==> src/rtl/counter_pkg.sv <==
// Shared constants for the up/down counter slice.
// Pure declarations; no logic, no latency, no flow control.
package counter_pkg;

  localparam bit DIR_UP   = 1'b1;
  localparam bit DIR_DOWN = 1'b0;

  localparam int DEFAULT_WIDTH = 4;

endpackage

==> src/rtl/updown_counter_if.sv <==
// Control and status bundle between a counter and whoever drives it.
// Signals only; no latency, no backpressure (count is presented every cycle).
interface updown_counter_if
  import counter_pkg::*;
#(
  parameter int WIDTH = DEFAULT_WIDTH
);

  logic             en;
  logic             up;
  logic             load;
  logic [WIDTH-1:0] load_value;
  logic [WIDTH-1:0] count;
  logic             tc;
  logic             overflow;
  logic             underflow;

  modport master (
    output en, up, load, load_value,
    input  count, tc, overflow, underflow
  );

  modport slave (
    input  en, up, load, load_value,
    output count, tc, overflow, underflow
  );

endinterface

==> src/rtl/counter_step.sv <==
// Next-count and wrap-pulse computation for the up/down counter.
// Purely combinational; zero latency, no backpressure.
module counter_step
  import counter_pkg::*;
#(
  parameter int               WIDTH    = DEFAULT_WIDTH,
  parameter logic [WIDTH-1:0] MAX_VAL  = '1,
  parameter int               SATURATE = 0
) (
  input  logic [WIDTH-1:0] count,
  input  logic             en,
  input  logic             up,
  input  logic             load,
  input  logic [WIDTH-1:0] load_value,
  output logic [WIDTH-1:0] next_count,
  output logic             next_overflow,
  output logic             next_underflow
);

  always_comb begin
    next_count     = count;
    next_overflow  = 1'b0;
    next_underflow = 1'b0;
    if (load) begin
      // Out-of-range loads clamp to the top of the range rather than truncating.
      next_count = (load_value > MAX_VAL) ? MAX_VAL : load_value;
    end else if (en) begin
      if (up == DIR_UP) begin
        if (count >= MAX_VAL) begin
          next_overflow = 1'b1;
          next_count    = (SATURATE != 0) ? MAX_VAL : '0;
        end else begin
          next_count = count + WIDTH'(1);
        end
      end else begin
        if (count == '0) begin
          next_underflow = 1'b1;
          next_count     = (SATURATE != 0) ? '0 : MAX_VAL;
        end else begin
          next_count = count - WIDTH'(1);
        end
      end
    end
  end

endmodule

==> src/rtl/updown_counter.sv <==
// Up/down counter over 0..MAX_COUNT with load, wrap or saturate, and wrap pulses.
// One-clock step latency; no backpressure, tc is combinational from count and up.
module updown_counter
  import counter_pkg::*;
#(
  parameter int              WIDTH     = DEFAULT_WIDTH,
  parameter longint unsigned MAX_COUNT = (64'd1 << WIDTH) - 64'd1,
  parameter int              SATURATE  = 0
) (
  input logic             clk,
  input logic             reset,
  updown_counter_if.slave bus
);

  if (WIDTH < 2 || WIDTH > 32 || MAX_COUNT < 64'd1 ||
      MAX_COUNT > ((64'd1 << WIDTH) - 64'd1)) begin : g_bad_params
    $fatal(1, "updown_counter: illegal WIDTH=%0d / MAX_COUNT=%0d", WIDTH, MAX_COUNT);
  end

  localparam logic [WIDTH-1:0] MAX_W = WIDTH'(MAX_COUNT);

  logic [WIDTH-1:0] count_q;
  logic             overflow_q;
  logic             underflow_q;
  logic [WIDTH-1:0] next_count;
  logic             next_overflow;
  logic             next_underflow;

  counter_step #(
    .WIDTH    (WIDTH),
    .MAX_VAL  (MAX_W),
    .SATURATE (SATURATE)
  ) u_step (
    .count          (count_q),
    .en             (bus.en),
    .up             (bus.up),
    .load           (bus.load),
    .load_value     (bus.load_value),
    .next_count     (next_count),
    .next_overflow  (next_overflow),
    .next_underflow (next_underflow)
  );

  // Reset outranks load and en, and also swallows any wrap pulse due this edge.
  always_ff @(posedge clk) begin
    if (reset) begin
      count_q     <= '0;
      overflow_q  <= 1'b0;
      underflow_q <= 1'b0;
    end else begin
      count_q     <= next_count;
      overflow_q  <= next_overflow;
      underflow_q <= next_underflow;
    end
  end

  assign bus.count     = count_q;
  assign bus.overflow  = overflow_q;
  assign bus.underflow = underflow_q;
  assign bus.tc        = (bus.up == DIR_UP) ? (count_q == MAX_W) : (count_q == '0);

endmodule

==> src/flat_wrapper.sv <==
// flat-port wrapper written by rule: the top's interface ports become plain ports
module updown_counter_flat import counter_pkg::*;
#(
  parameter int              WIDTH     = DEFAULT_WIDTH,
  parameter longint unsigned MAX_COUNT = (64'd1 << WIDTH) - 64'd1,
  parameter int              SATURATE  = 0
)
  (clk, reset, bus_en, bus_up, bus_load, bus_load_value, bus_count, bus_tc, bus_overflow, bus_underflow);
  updown_counter_if #(.WIDTH(WIDTH)) bus_i ();
  input logic clk;
  input logic reset;
  input wire logic [$bits(bus_i.en)-1:0] bus_en;
  input wire logic [$bits(bus_i.up)-1:0] bus_up;
  input wire logic [$bits(bus_i.load)-1:0] bus_load;
  input wire logic [$bits(bus_i.load_value)-1:0] bus_load_value;
  output wire logic [$bits(bus_i.count)-1:0] bus_count;
  output wire logic [$bits(bus_i.tc)-1:0] bus_tc;
  output wire logic [$bits(bus_i.overflow)-1:0] bus_overflow;
  output wire logic [$bits(bus_i.underflow)-1:0] bus_underflow;
  assign bus_i.en = bus_en;
  assign bus_i.up = bus_up;
  assign bus_i.load = bus_load;
  assign bus_i.load_value = bus_load_value;
  assign bus_count = bus_i.count;
  assign bus_tc = bus_i.tc;
  assign bus_overflow = bus_i.overflow;
  assign bus_underflow = bus_i.underflow;
  updown_counter #(.WIDTH(WIDTH), .MAX_COUNT(MAX_COUNT), .SATURATE(SATURATE)) u_core (.clk(clk), .reset(reset), .bus(bus_i));
endmodule
==> config.mk <==
export PLATFORM = sky130hd
export DESIGN_NAME = updown_counter_flat
export DESIGN_NICKNAME = d
export VERILOG_FILES = /design/src/rtl/counter_pkg.sv /design/src/rtl/updown_counter_if.sv /design/src/rtl/counter_step.sv /design/src/rtl/updown_counter.sv /design/src/flat_wrapper.sv
export SDC_FILE = /design/constraint.sdc
export NUM_CORES = 1
export LEC_CHECK = 0
export BUFFER_PORTS_ARGS = -buffer_cell sky130_fd_sc_hd__buf_4
export CAP_MARGIN = 20
export CORE_AREA = 2 2 39 41
export CTS_CLUSTER_DIAMETER = 30
export DETAILED_ROUTE_END_ITERATION = 12
export DIE_AREA = 0 0 41 43
export HOLD_SLACK_MARGIN = 0.02
export PLACE_DENSITY_LB_ADDON = 0.15
export SYNTH_ARGS = -nofsm -noshare
export SYNTH_HDL_FRONTEND = slang
export SYNTH_SLANG_ARGS = --single-unit
==> constraint.sdc <==
create_clock -name clk -period 1.8 [get_ports clk]
set_input_delay 0.18 -clock clk [delete_from_list [all_inputs] [get_ports clk]]
set_output_delay 0.18 -clock clk [all_outputs]
set_load 0.03 [all_outputs]
Word-level counts from Yosys, hierarchy flattened --
Cells that the tools add are included.
Word-level totals: word-level logic and storage cells 23, bits in registers 6, bits of input ports 9
Cells by class: reductions and logical operators 4, $add $sub $neg 2, equal/unequal tests 1, mux-type cells 9, order comparisons 2, bitwise gates (word level) 2
Operators by type and width (number):
- two-way mux 4 bit | 6
- OR reduction 4 bit | 2
- adder 4 x 1 -> 4 bit, second input constant | 1
- equality test 4 bit, second input constant | 1
- >= comparator 4 bit, second input constant | 1
- > comparator 4 bit, second input constant | 1
- zero test 4 bit | 1
- subtractor 4 x 1 -> 4 bit, second input constant | 1
- two-way mux 1 bit | 3
- NOT 1 bit | 2
- nonzero test 2 bit | 1

Depth between registers and ports, before layout --
depth after elaboration 5, mapped depth 6, mapped depth without buffers 6

Modules after synthesis --
From an unflattened synthesis, not the netlist that was laid out.
Second synthesis, totals: cell total of the unflattened synthesis 50, area total of the unflattened synthesis 397.9 um2
By module, submodules not included:
- counter_step | cells an instance 35, sequential area each 0.0 um2, instances 1, area an instance 216.5 um2
- updown_counter | cells an instance 15, sequential area each 120.1 um2, instances 1, area an instance 181.4 um2

Least setup slack after synthesis --
OpenSTA, ideal clock, no wires.
path kind register -> output, from register u_core.count_q[0], in the netlist u_core.bus.count[0], to output port bus_tc, path slack 0.053 ns, data required time 1.620 ns, buffers on the path 0, stages on the path, launching flop included 5, data arrival time 1.567 ns, cells stage by stage dfxtp_1 > inv_1 > ha_1 > nand2b_4 > o31ai_1
Between the ends: word-level cells in the longest chain between the ends 2, elaborated cells between the ends (all ways) 3
RTL lines:
- from (decl) | line updown_counter.sv:22 | logic [WIDTH-1:0] count_q;
- from (signal assigned) | line updown_counter.sv:51 | count_q <= next_count;
- equality test 4 bit or zero test 4 bit (tied branches) | line updown_counter.sv:60 | assign bus.tc = (bus.up == DIR_UP) ? (count_q == MAX_W) : (count_q == '0);
- two-way mux 1 bit (*) | line updown_counter.sv:60
- to (decl) | line flat_wrapper.sv:17 | output wire logic [$bits(bus_i.tc)-1:0] bus_tc;
Mark *: on every way between the ends. The rest lies on a longest branch, timed or not.

Final worst setup path --
Ends and elaborated chain as after synthesis.

==> results_dict.tcl <==
set metrics [dict create \
    run_status "finished clean" \
    coreArea_mm2 0.00138 \
    power_uw 396 \
    post_cts_buffers 0 \
    grt_pass1_wl_um 1440 \
    cts_resized 0 \
    nFillCells 152 \
    grt_max_degree 11 \
    fin_tns_setup_ps 0 \
    finalNonFillerCells 79 \
    syn-cell-area_um2 415 \
    fin_nets 76 \
    worst_pin_slew_ps 332 \
    grt_antenna_before_repair 0 \
    die_x_um 41 \
    cts_tree "done" \
    start_util_pct 30.0 \
    wirelength_um 869 \
    synth.avg_cell_area_um2 8.65 \
    p_leak_nw 0.254 \
    max_slew_margin_pct 77.6 \
    antenna_left 0 \
    min_period_ps 1600 \
    fmax_mhz 625 \
    required_ps 1620 \
    overflow 0 \
    ys_seq_area_share_pct 28.9 \
    syn_inst 48 \
    post-route-drc-count 0 \
    synth_nets 59 \
    boundaryPins 16 \
    synth_top_area_share_pct 28.9 \
    grt_pass1_vias 364 \
    port_buffers 15 \
    power_density_mw_per_mm2 733 \
    cts_root_buffer "clkbuf_4" \
    maxSlewViolCount 0 \
    rsz0062_at_grt "no" \
    cts_buffers 3 \
    setup_viol_count_final 0 \
    finalCritPeriodShare_pct 88.9 \
    synth_top_cell_by_area "dfxtp_1" \
    yosys_warnings 0 \
    drtPass1Iterations 3 \
    mostFrequentLayoutCell "buf_4" \
    cp_data_arrival_time_ps 1420 \
    layout_common_cells "buf_4 (15), dfxtp_1 (6), inv_1 (5), nand2_1 (5)" \
    dieArea_mm2 0.00176 \
    viasPerCell 5.00 \
    placed_cell_area_um2 518 \
    ir_drop_mv 0.355 \
    crit_path_end_kind "output port" \
    cts_hold_buf 0 \
    core.rowCount 14 \
    cts_max_level 1 \
    dr_total_vias 395 \
    path_clk_slew_ps 50 \
    maxCapViolations 0 \
    die_h_um 43 \
    worstSetupStartpointType "flop" \
    finalHoldViolCount 0 \
    grt_use_total_pct 12.3 \
    cts_buffer_depth 2 \
    crit_path_max_fanout 8 \
    dp_cells 76 \
    ys_ff_latch 6 \
    finalInstanceArea_um2 541 \
    insertion_delay_ps 240 \
    drive_above_1_share_pct 33.3 \
    path_class "flop to output port" \
    synth.distinct_cells 28 \
    antenna_cells 0 \
    cts.sinks 6 \
    synth_area_leaders "dfxtp_1 (29%), ha_1 (6.0%), buf_6 (5.4%)" \
    syn_to_final_growth_pct 30.1 \
    hold_class "input pin to flop" \
    drt-initial-drc-count 5 \
    wl_per_cell_um 11.0 \
    gp_congestion 0.726 \
    finClkSkew_ps 3.18 \
]
final cells by class:
type	instances	area, um^2	share of cell area, %
inverter	5	18.8	3.47
sequential	6	120	22.2
multi-input combinational	34	246	45.6
timing repair buffer	15	113	20.8
tap	16	20.0	3.70
clock buffer	3	22.5	4.17
through the flow:
stage / util (%) / hold WS, ps / setup WS [ps]
2_1_floorplan: - / 245 / 52.6
3_3_place_gp: 37.4 / 385 / 449
3_5_place_dp: 37.4 / 384 / 425
4_1_cts: 39.1 / 123 / 185
5_1_grt: 39.1 / 122 / 63.6
6_report: 39.1 / 136 / 200
kinds of logic (layout without fill, tap and decap cells):
group,after synthesis,in the layout,share of synthesized area [%]
xor+xnor,3,3,6.33
buf+inv,8,23,11.7
flops,6,6,28.9
fa+ha+maj,2,2,6.02
mux,1,1,2.41
simple gates,15,15,19.9
compound gates,13,13,24.7
cell usage after synthesis:
| cell | number |
|---|---|
| dfxtp_1 | 6 |
| inv_1 | 5 |
| nand2_1 | 5 |
| a21oi_1 | 3 |
| buf_6 | 2 |
| ha_1 | 2 |
| nor2_1 | 2 |
| nor3_1 | 2 |
| xor2_1 | 2 |
| a211oi_2 | 1 |
| a21boi_2 | 1 |
| a22oi_1 | 1 |
| buf_4 | 1 |
| mux2i_1 | 1 |
| nand2b_4 | 1 |
| nand3_1 | 1 |
| nand4_1 | 1 |
| nand4b_1 | 1 |
| nor4_1 | 1 |
| o2111ai_1 | 1 |
| o211a_1 | 1 |
| o211ai_1 | 1 |
| o21ai_0 | 1 |
| o311ai_1 | 1 |
| o31ai_1 | 1 |
| o41ai_1 | 1 |
| or3_1 | 1 |
| xnor2_1 | 1 |
flip-flops by register name (all words and copies together), names as in the netlist:
name / cells
u_core.bus.underflow: 1
u_core.bus.count: 4
u_core.bus.overflow: 1
routing by layer:
metal	share of wire, %	global-route usage [%]	up-vias	wire length (um)
met5	0	0	-	0
met4	0	4.00	0	0
met3	6.8	7.85	0	59
met2	49	17.5	12	424
met1	44	14.8	180	385
li1	-	-	203	-
where the power goes:
part           leakage (nW)  total (mW)  internal [mW]  switching, mW
clock                0.0138       0.123         0.0754         0.0477
sequential           0.0494       0.160          0.142         0.0182
combinational         0.191       0.113         0.0530         0.0600
worst max-delay path, stage by stage, from the launching register on:
cell	delay [ps]
dfxtp_1	470
ha_1	270
nand4_1	130
o31ai_1	100
buf_4	200
final timing paths:
kind,start,to,slack [ps],depth (start not counted)
max,u_core.bus.count[0]$_SDFFE_PP0P_,bus_tc,200,4
min,reset,u_core.bus.count[1]$_SDFFE_PP0P_,140,2
max reg2reg,u_core.bus.count[0]$_SDFFE_PP0P_,u_core.bus.count[1]$_SDFFE_PP0P_,430,6
min reg2reg,u_core.bus.count[2]$_SDFFE_PP0P_,u_core.bus.overflow$_SDFF_PP0_,640,2
Power figures use the tool's default switching activity.
